**src/rtl/fpu_result_collector_pkg.sv**
```systemverilog
// Shared definitions for the FP result collectors (add/FMA, mul, cvt).
// Supplies the destination-register and warp-id widths and the fflags bit
// layout. Ports: none (package only).

`ifndef REGIDX_WIDTH
`define REGIDX_WIDTH 5
`endif
`ifndef REGEXT_WIDTH
`define REGEXT_WIDTH 3
`endif
`ifndef DEPTH_WARP
`define DEPTH_WARP 3
`endif

package fpu_result_collector_pkg;

  localparam int REGIDX_W = `REGIDX_WIDTH;
  localparam int REGEXT_W = `REGEXT_WIDTH;
  localparam int REG_W    = REGIDX_W + REGEXT_W;
  localparam int WARP_W   = `DEPTH_WARP;
  localparam int FFLAG_W  = 5;

  // Bit positions inside a 5-bit fflags vector.
  typedef enum int unsigned {
    FFLAG_NX = 0,
    FFLAG_UF = 1,
    FFLAG_OF = 2,
    FFLAG_DZ = 3,
    FFLAG_NV = 4
  } fflag_idx_e;

  // Counter width that stays at least one bit for a single-beat warp.
  function automatic int cnt_width(input int n);
    return (n > 1) ? $clog2(n) : 1;
  endfunction

endpackage

```
**src/rtl/fpu_result_collector_mask_or.sv**
```systemverilog
// fflags_mask_or: combinational OR of HARDTHREAD 5-bit fflags vectors,
// where each lane contributes only when its mask bit is set.
// Ports:
//   fflags_i  lane flags, lane i at [i*5 +: 5]
//   mask_i    per-lane active mask
//   flags_o   OR of the active lanes' flags

module fflags_mask_or
  import fpu_result_collector_pkg::*;
#(
  parameter int HARDTHREAD = 4
) (
  input  logic [HARDTHREAD*FFLAG_W-1:0] fflags_i,
  input  logic [HARDTHREAD-1:0]         mask_i,
  output logic [FFLAG_W-1:0]            flags_o
);

  always_comb begin
    flags_o = '0;
    for (int i = 0; i < HARDTHREAD; i++) begin
      if (mask_i[i]) begin
        flags_o = flags_o | fflags_i[i*FFLAG_W +: FFLAG_W];
      end
    end
  end

endmodule

```
**src/rtl/fpu_result_collector.sv**
```systemverilog
// fpu_result_collector: gathers SOFTTHREAD/HARDTHREAD consecutive beats from
// the HARDTHREAD-wide FP add/FMA lane array into one SOFTTHREAD-wide
// writeback vector, OR-reducing the fflags of active threads and holding the
// warp control fields captured on the first beat.
// Ports:
//   clk, rst_n                       clock, async active-low reset
//   in_valid_i / in_ready_o          lane-array beat handshake
//   in_result_i, in_fflags_i         per-lane results and flags
//   in_reg_index_i .. in_wxd_i       warp control fields (used on beat 0)
//   out_valid_o / out_ready_i        writeback vector handshake
//   out_result_o, out_fflags_o       full vector and accumulated flags
//   out_reg_index_o .. out_wxd_o     control fields of the held vector

module fpu_result_collector
  import fpu_result_collector_pkg::*;
#(
  parameter int EXPWIDTH   = 8,
  parameter int PRECISION  = 24,
  parameter int SOFTTHREAD = 8,
  parameter int HARDTHREAD = 4
) (
  input  logic                                  clk,
  input  logic                                  rst_n,
  input  logic                                  in_valid_i,
  output logic                                  in_ready_o,
  input  logic [HARDTHREAD*(EXPWIDTH+PRECISION)-1:0] in_result_i,
  input  logic [HARDTHREAD*FFLAG_W-1:0]         in_fflags_i,
  input  logic [REG_W-1:0]                      in_reg_index_i,
  input  logic [WARP_W-1:0]                     in_warp_id_i,
  input  logic [SOFTTHREAD-1:0]                 in_vec_mask_i,
  input  logic                                  in_wvd_i,
  input  logic                                  in_wxd_i,
  output logic                                  out_valid_o,
  input  logic                                  out_ready_i,
  output logic [SOFTTHREAD*(EXPWIDTH+PRECISION)-1:0] out_result_o,
  output logic [FFLAG_W-1:0]                    out_fflags_o,
  output logic [REG_W-1:0]                      out_reg_index_o,
  output logic [WARP_W-1:0]                     out_warp_id_o,
  output logic [SOFTTHREAD-1:0]                 out_vec_mask_o,
  output logic                                  out_wvd_o,
  output logic                                  out_wxd_o
);

  localparam int LEN       = EXPWIDTH + PRECISION;
  localparam int NUM_BEATS = SOFTTHREAD / HARDTHREAD;
  localparam int CNT_W     = cnt_width(NUM_BEATS);

  logic [CNT_W-1:0]           cnt_q, cnt_d;
  logic                       vld_q, vld_d;
  logic [SOFTTHREAD*LEN-1:0]  res_q, res_d;
  logic [FFLAG_W-1:0]         ffl_q, ffl_d;
  logic [REG_W-1:0]           reg_index_q, reg_index_d;
  logic [WARP_W-1:0]          warp_id_q, warp_id_d;
  logic [SOFTTHREAD-1:0]      vec_mask_q, vec_mask_d;
  logic                       wvd_q, wvd_d;
  logic                       wxd_q, wxd_d;

  logic                       acc;
  logic                       last_beat;
  int                         beat_base;
  logic [HARDTHREAD-1:0]      beat_mask;
  logic [FFLAG_W-1:0]         beat_flags;

  // A drained output frees the buffer in the same cycle, so a new beat may
  // land on the edge that consumes the old vector.
  assign in_ready_o = !vld_q || out_ready_i;
  assign acc        = in_valid_i && in_ready_o;
  assign last_beat  = (cnt_q == CNT_W'(NUM_BEATS - 1));

  always_comb begin
    beat_base = int'(cnt_q) * HARDTHREAD;
    beat_mask = in_vec_mask_i[beat_base +: HARDTHREAD];
  end

  fflags_mask_or #(
    .HARDTHREAD (HARDTHREAD)
  ) u_mask_or (
    .fflags_i (in_fflags_i),
    .mask_i   (beat_mask),
    .flags_o  (beat_flags)
  );

  always_comb begin
    cnt_d       = cnt_q;
    vld_d       = vld_q;
    res_d       = res_q;
    ffl_d       = ffl_q;
    reg_index_d = reg_index_q;
    warp_id_d   = warp_id_q;
    vec_mask_d  = vec_mask_q;
    wvd_d       = wvd_q;
    wxd_d       = wxd_q;

    if (vld_q && out_ready_i) begin
      vld_d = 1'b0;
    end

    if (acc) begin
      // Masked-off lanes are stored verbatim; only their flags are dropped.
      res_d[beat_base*LEN +: HARDTHREAD*LEN] = in_result_i;
      if (cnt_q == '0) begin
        ffl_d       = beat_flags;
        reg_index_d = in_reg_index_i;
        warp_id_d   = in_warp_id_i;
        vec_mask_d  = in_vec_mask_i;
        wvd_d       = in_wvd_i;
        wxd_d       = in_wxd_i;
      end else begin
        ffl_d = ffl_q | beat_flags;
      end
      // A last beat overrides any same-cycle drain, keeping valid high.
      if (last_beat) begin
        cnt_d = '0;
        vld_d = 1'b1;
      end else begin
        cnt_d = cnt_q + CNT_W'(1);
      end
    end
  end

  // Collection stage register boundary
  always_ff @(posedge clk or negedge rst_n) begin
    if (!rst_n) begin
      cnt_q       <= '0;
      vld_q       <= 1'b0;
      res_q       <= '0;
      ffl_q       <= '0;
      reg_index_q <= '0;
      warp_id_q   <= '0;
      vec_mask_q  <= '0;
      wvd_q       <= 1'b0;
      wxd_q       <= 1'b0;
    end else begin
      cnt_q       <= cnt_d;
      vld_q       <= vld_d;
      res_q       <= res_d;
      ffl_q       <= ffl_d;
      reg_index_q <= reg_index_d;
      warp_id_q   <= warp_id_d;
      vec_mask_q  <= vec_mask_d;
      wvd_q       <= wvd_d;
      wxd_q       <= wxd_d;
    end
  end

  assign out_valid_o     = vld_q;
  assign out_result_o    = res_q;
  assign out_fflags_o    = ffl_q;
  assign out_reg_index_o = reg_index_q;
  assign out_warp_id_o   = warp_id_q;
  assign out_vec_mask_o  = vec_mask_q;
  assign out_wvd_o       = wvd_q;
  assign out_wxd_o       = wxd_q;

endmodule

```
**config.mk**
```make
export PLATFORM = sky130hd
export DESIGN_NAME = fpu_result_collector
export DESIGN_NICKNAME = d
export VERILOG_FILES = /design/src/rtl/fpu_result_collector_pkg.sv /design/src/rtl/fpu_result_collector_mask_or.sv /design/src/rtl/fpu_result_collector.sv
export SDC_FILE = /design/constraint.sdc
export NUM_CORES = 1
export LEC_CHECK = 0
export BUFFER_PORTS_ARGS = -buffer_cell sky130_fd_sc_hd__buf_2
export CAP_MARGIN = 0
export CORE_AREA = 2 2 176 178
export DETAILED_ROUTE_END_ITERATION = 6
export DIE_AREA = 0 0 178 180
export MAX_ROUTING_LAYER = met4
export PLACE_DENSITY = 0.7
export SLEW_MARGIN = 40
export SYNTH_ARGS = -nofsm -noshare
export SYNTH_HDL_FRONTEND = slang
export SYNTH_SLANG_ARGS = --single-unit
```
**constraint.sdc**
```tcl
create_clock -name clk -period 1.9 [get_ports clk]
set_input_delay 0.19 -clock clk [delete_from_list [all_inputs] [get_ports clk]]
set_output_delay 0.19 -clock clk [all_outputs]
set_load 0.005 [all_outputs]
```
=== Word level (Yosys, flattened, before mapping) ===
Index checks and enable logic that the tools add are counted.

* Add/sub/neg operators: 2
* Shift-type cells: 3
* Mux-type cells: 10
* Bitwise operators: 5
* Reductions and logical operators: 5

{| class="wikitable"
|+ Operator list
! kind !! count
|-
| 256-bit bitwise mux || 1
|-
| 128-bit by 33-bit variable shift with 256-bit output, first input constant || 1
|-
| 128-bit by 33-bit indexed part select with 256-bit output || 1
|-
| 8-bit negator with 33-bit output || 1
|-
| 5-bit 2-to-1 mux || 5
|-
| 5-bit OR || 4
|-
| 8-bit by 4-bit indexed part select with 4-bit output || 1
|-
| 1-bit 2-to-1 mux || 4
|-
| 1-bit logical AND || 2
|-
| 2-bit AND reduction || 1
|-
| 1-bit adder, second input constant || 1
|-
| 1-bit logical NOT || 1
|-
| 1-bit logical OR || 1
|-
| 1-bit inverter || 1
|}

* Register bits: 284
* Input bits: 173
* Output and inout port bits: 284
* Logic and storage cells: 34

=== Depth between registers and ports, before layout ===
* Word-level depth: 10
* Mapped depth: 6
* Mapped depth without buffers: 4

=== Modules after synthesis ===
From an unflattened synthesis, not the netlist that was laid out.

* Cells, all modules: 625
* Area, all modules: 10970.5 um^2

{| class="wikitable"
|+ Modules (own cells, without submodules)
! module !! times used !! cells an instance !! area each (um^2) !! seq. area each (um^2)
|-
| fpu_result_collector || 1 || 610 || 10876.7 || 7106.8
|-
| fflags_mask_or || 1 || 15 || 93.8 || 0.0
|}

=== Worst setup path before layout ===
Ideal clock, no wire load.

* Path type: register to register
* From: reg vld_q, in the netlist out_valid_o
* To: reg reg_index_q[0], in the netlist out_reg_index_o[0]
* Setup time: 0.125 ns
* Data arrival time: 1.387 ns
* Required time: 1.775 ns
* Slack: 0.388 ns
* Cell stages (with the launch flop): 7
* Buffers on the path: 2
* Clock period less this slack: 1.512 ns
* Cells stage by stage: dfrtp_1 > nand2b_4 > nand2_4 > or2_4 > buf_6 > buf_6 > mux2_4

* Cells in the longest elaborated chain, start to end: 4

{| class="wikitable"
|+ RTL lines
! element !! line !! text
|-
| start, declared || fpu_result_collector.sv:49 || <nowiki>logic vld_q, vld_d;</nowiki>
|-
| start signal, assigned || fpu_result_collector.sv:135 || <nowiki>vld_q <= vld_d;</nowiki>
|-
| 1-bit logical NOT || fpu_result_collector.sv:66 || <nowiki>assign in_ready_o = !vld_q || out_ready_i;</nowiki>
|-
| 1-bit logical OR || fpu_result_collector.sv:66 ||
|-
| named net in_ready_o || fpu_result_collector.sv:25 || <nowiki>output logic in_ready_o,</nowiki>
|-
| 1-bit logical AND || fpu_result_collector.sv:67 || <nowiki>assign acc = in_valid_i && in_ready_o;</nowiki>
|-
| 2-bit AND reduction (no line) || - ||
|-
| end signal, assigned || fpu_result_collector.sv:138 || <nowiki>reg_index_q <= reg_index_d;</nowiki>
|-
| end, declared || fpu_result_collector.sv:52 || <nowiki>logic [REG_W-1:0] reg_index_q, reg_index_d;</nowiki>
|}

The timed path passes the listed nets, and every way through them passes these cells.
A chain may end at the register's enable or synchronous reset.

=== Final worst setup path ===
* From: reg vld_q, in the netlist out_valid_o
* To: reg res_q[115], in the netlist out_result_o[115]

* Cells in the longest elaborated chain, start to end: 3

{| class="wikitable"
|+ RTL lines
! element !! line !! text
|-
| 1-bit logical NOT || fpu_result_collector.sv:66 ||
|-
| 1-bit logical OR || fpu_result_collector.sv:66 ||
|-
| 1-bit logical AND || fpu_result_collector.sv:67 ||
|-
| end signal, assigned || fpu_result_collector.sv:136 || <nowiki>res_q <= res_d;</nowiki>
|-
| end, declared || fpu_result_collector.sv:50 || <nowiki>logic [SOFTTHREAD*LEN-1:0] res_q, res_d;</nowiki>
|}

No other way between the ends.

==> run_results.csv <==
group,metric,value,unit
status,status,"finished clean",
cts,clock_path_buffers,3,
timing,finalSetupViolCount,0,
pwr,power.density,1610,mW/mm2
global_routing,antenna_found_initial,0,
timing,hold_viol_final,0,
layout,areaGrowthSynthToFinish,49.1,%
placed_design,hpwlAfterDp,20.8,mm
layout,fillCellCount,2344,
timing,timing.fmax,565,MHz
setup_path,cp_data_arrival_time,2.21,ns
cts,cts_buffers,31,
die,die_width,178,um
setup_path,setup.worst_path.end_class,"register",
die,fp.coreArea,0.0302,mm2
timing,min_period_over_period,0.931,
route,vias,7907,
die,die_h,180,um
synth,yosysWarningCount,0,
pwr,swShare,0.298,
min_path,hold_class,"primary input to register",
cts,cts_tree,"done",
route,drt_iter0_markers,223,
pwr,ir_drop,0.904,mV
synth,synth_seq_cells,284,
route,drt_first_pass_iters,4,
global_routing,grt_usage,0.199,
die,io_pins,457,
cts,cts_max_level,1,
synth,syn_inst,619,
layout,fin_area,0.0168,mm2
synth,synthesis.nets,792,
cts,clk_latency,0.56,ns
pwr,internal_power,19.0,mW
route,routed_wl,31.8,mm
route,post-route-drc-count,0,
pwr,power_frac_comb,0.375,
pwr,p_leak,8.42,nW
placed_design,placed_cells,1468,
pwr,clkPwrFrac,0.219,
placed_design,placed_area,0.0142,mm2
timing,setup_ws,0.131,ns
layout,seq_area,0.00711,mm2
timing,relSlewSlack,0.624,
timing,rsz0062_at_grt,"false",
layout,antenna_cells,0,
route,avgRoutedWirePerCell,18.9,um
setup_path,crit_type,"register to register",
pwr,switchingPower,8.04,mW
cts,root_buffer,"clkbuf_16",
layout,layout-drive-gt1-share,0.630,
global_routing,grt_overflow,0,
layout,fin_nets,1440,
timing,skew,0.0158,ns
global_routing,grt_max_degree,66,
placed_design,place_ws,0.182,ns
synth,synth.distinct_cells,13,
layout,multi_input_area,0.00390,mm2
cts,cts_hold_buf,162,
setup_path,cp.required,2.34,ns
die,rows,64,
layout,stdcell_count,1683,
setup_path,worstPathMaxFanout,64,
synth,synth_area,0.0113,mm2
cts,cts_resized,0,
timing,slew_violations,0,
global_routing,first_global_vias,8956,
die,initial_core_util,0.373,
global_routing,grt_pass1_wl,49.2,mm
synth,synth.yosys.seq_area_share,0.631,
synth,syn_avg_cell_area,18.2,um2
setup_path,start_kind,"register",
pwr,seqPwrFrac,0.406,
cts,postCtsSetupRepairBufs,0,
route,viasPerCell,4.70,
timing,fin_crit,1.77,ns
layout,final_util,0.556,
cts,clk_pin_slew,0.06,ns
route,ant_nets,0,
pwr,power,27.0,mW
timing,fin_tns_setup,0,ns
placed_design,io_buffer_count,456,
timing,worstMarginPinSlew,0.564,ns
die,dieArea,0.0320,mm2
timing,finalHoldWorstSlack,0.0499,ns
cts,clock_sinks,284,
placed_design,place_congestion,0.833,
run,cap_violations,0,
[worst paths after layout]
| path | slack, ns | startpoint | cells after the start | to |
|---|---|---|---|---|
| setup / recovery | 0.13 | out_valid_o | 5 | out_result_o[115] |
| hold / removal | 0.05 | in_fflags_i[8] | 4 | out_fflags_o[3] |
| setup reg to reg | 0.13 | out_valid_o | 5 | out_result_o[115] |
| hold reg to reg | 0.50 | out_result_o[250] | 1 | out_result_o[250] |
| max in group asynchronous | 1.04 | rst_n | 3 | out_result_o[250] |
| min in group asynchronous | 0.15 | rst_n | 2 | out_result_o[76] |
[sequential cells by signal, summed over array words and instances (netlist names)]
register and cells:
out_result_o 256, cnt_q 1, out_wxd_o 1, out_wvd_o 1, out_reg_index_o 8, out_valid_o 1, out_warp_id_o 3, out_vec_mask_o 8
out_fflags_o 5
[cell usage after synthesis, drive strengths merged]
cell | instances | area share
dfrtp | 284 | 0.63
nand2 | 4 | 0.0020
o2bb2ai | 5 | 0.0039
nand2b | 1 | 0.0012
buf | 32 | 0.024
or2 | 1 | 0.00078
a221oi | 5 | 0.0039
mux2 | 281 | 0.33
nand3 | 1 | 0.00044
a22o | 5 | 0.0039
[cells by family after synthesis]
| family | count (synthesis) | synth area share |
|---|---|---|
| buf+inv | 32 | 0.0237 |
| flops | 284 | 0.631 |
| compound gates | 15 | 0.0117 |
| mux | 281 | 0.329 |
| simple gates | 7 | 0.00444 |
[power groups by stage]
stage / sequential, mW / clock, mW / combinational [mW]
floorplan: 11.0 / 0 / 4.95
global placement: 10.8 / 0 / 9.61
detailed placement: 10.9 / 0 / 9.84
CTS: 10.9 / 6.04 / 10.1
global route: 11.3 / 6.32 / 10.8
finish: 11.0 / 5.93 / 10.1
[cell type report]
type / instances / area share
Multi-Input combinational cell: 303 / 0.232
Clock buffer: 48 / 0.0530
Timing Repair Buffer: 647 / 0.256
Sequential cell: 284 / 0.423
Clock inverter: 5 / 0.00618
Tap cell: 396 / 0.0295
[worst max-delay path, stage by stage, from the launching register on]
cell      delay [ns]
dfrtp_1         0.41
nand2b_4        0.13
nand2_4         0.09
or2_4           0.27
buf_12          0.20
mux2_4          0.40
[routing by layer]
| layer | part of all wire | GRT usage |
|---|---|---|
| met3 | 0.075 | 0.0429 |
| met1 | 0.39 | 0.224 |
| met4 | 0.040 | 0.0826 |
| met5 | 0 | - |
| met2 | 0.49 | 0.342 |
[cells in the final DEF, fill, tap and decap left out]
cell / instances
a221oi_1: 5
a22o_1: 5
buf_12: 13
buf_2: 455
buf_4: 16
buf_8: 1
bufinv_16: 3
clkbuf_1: 12
clkbuf_16: 31
clkbuf_8: 5
clkinv_2: 1
dfrtp_1: 284
dlygate4sd3_1: 162
inv_6: 1
mux2_2: 136
mux2_4: 145
nand2_1: 3
nand2_4: 1
nand2b_4: 1
nand3_4: 1
o2bb2ai_1: 5
or2_4: 1
No activity file was read; power rests on OpenSTA's default activity.
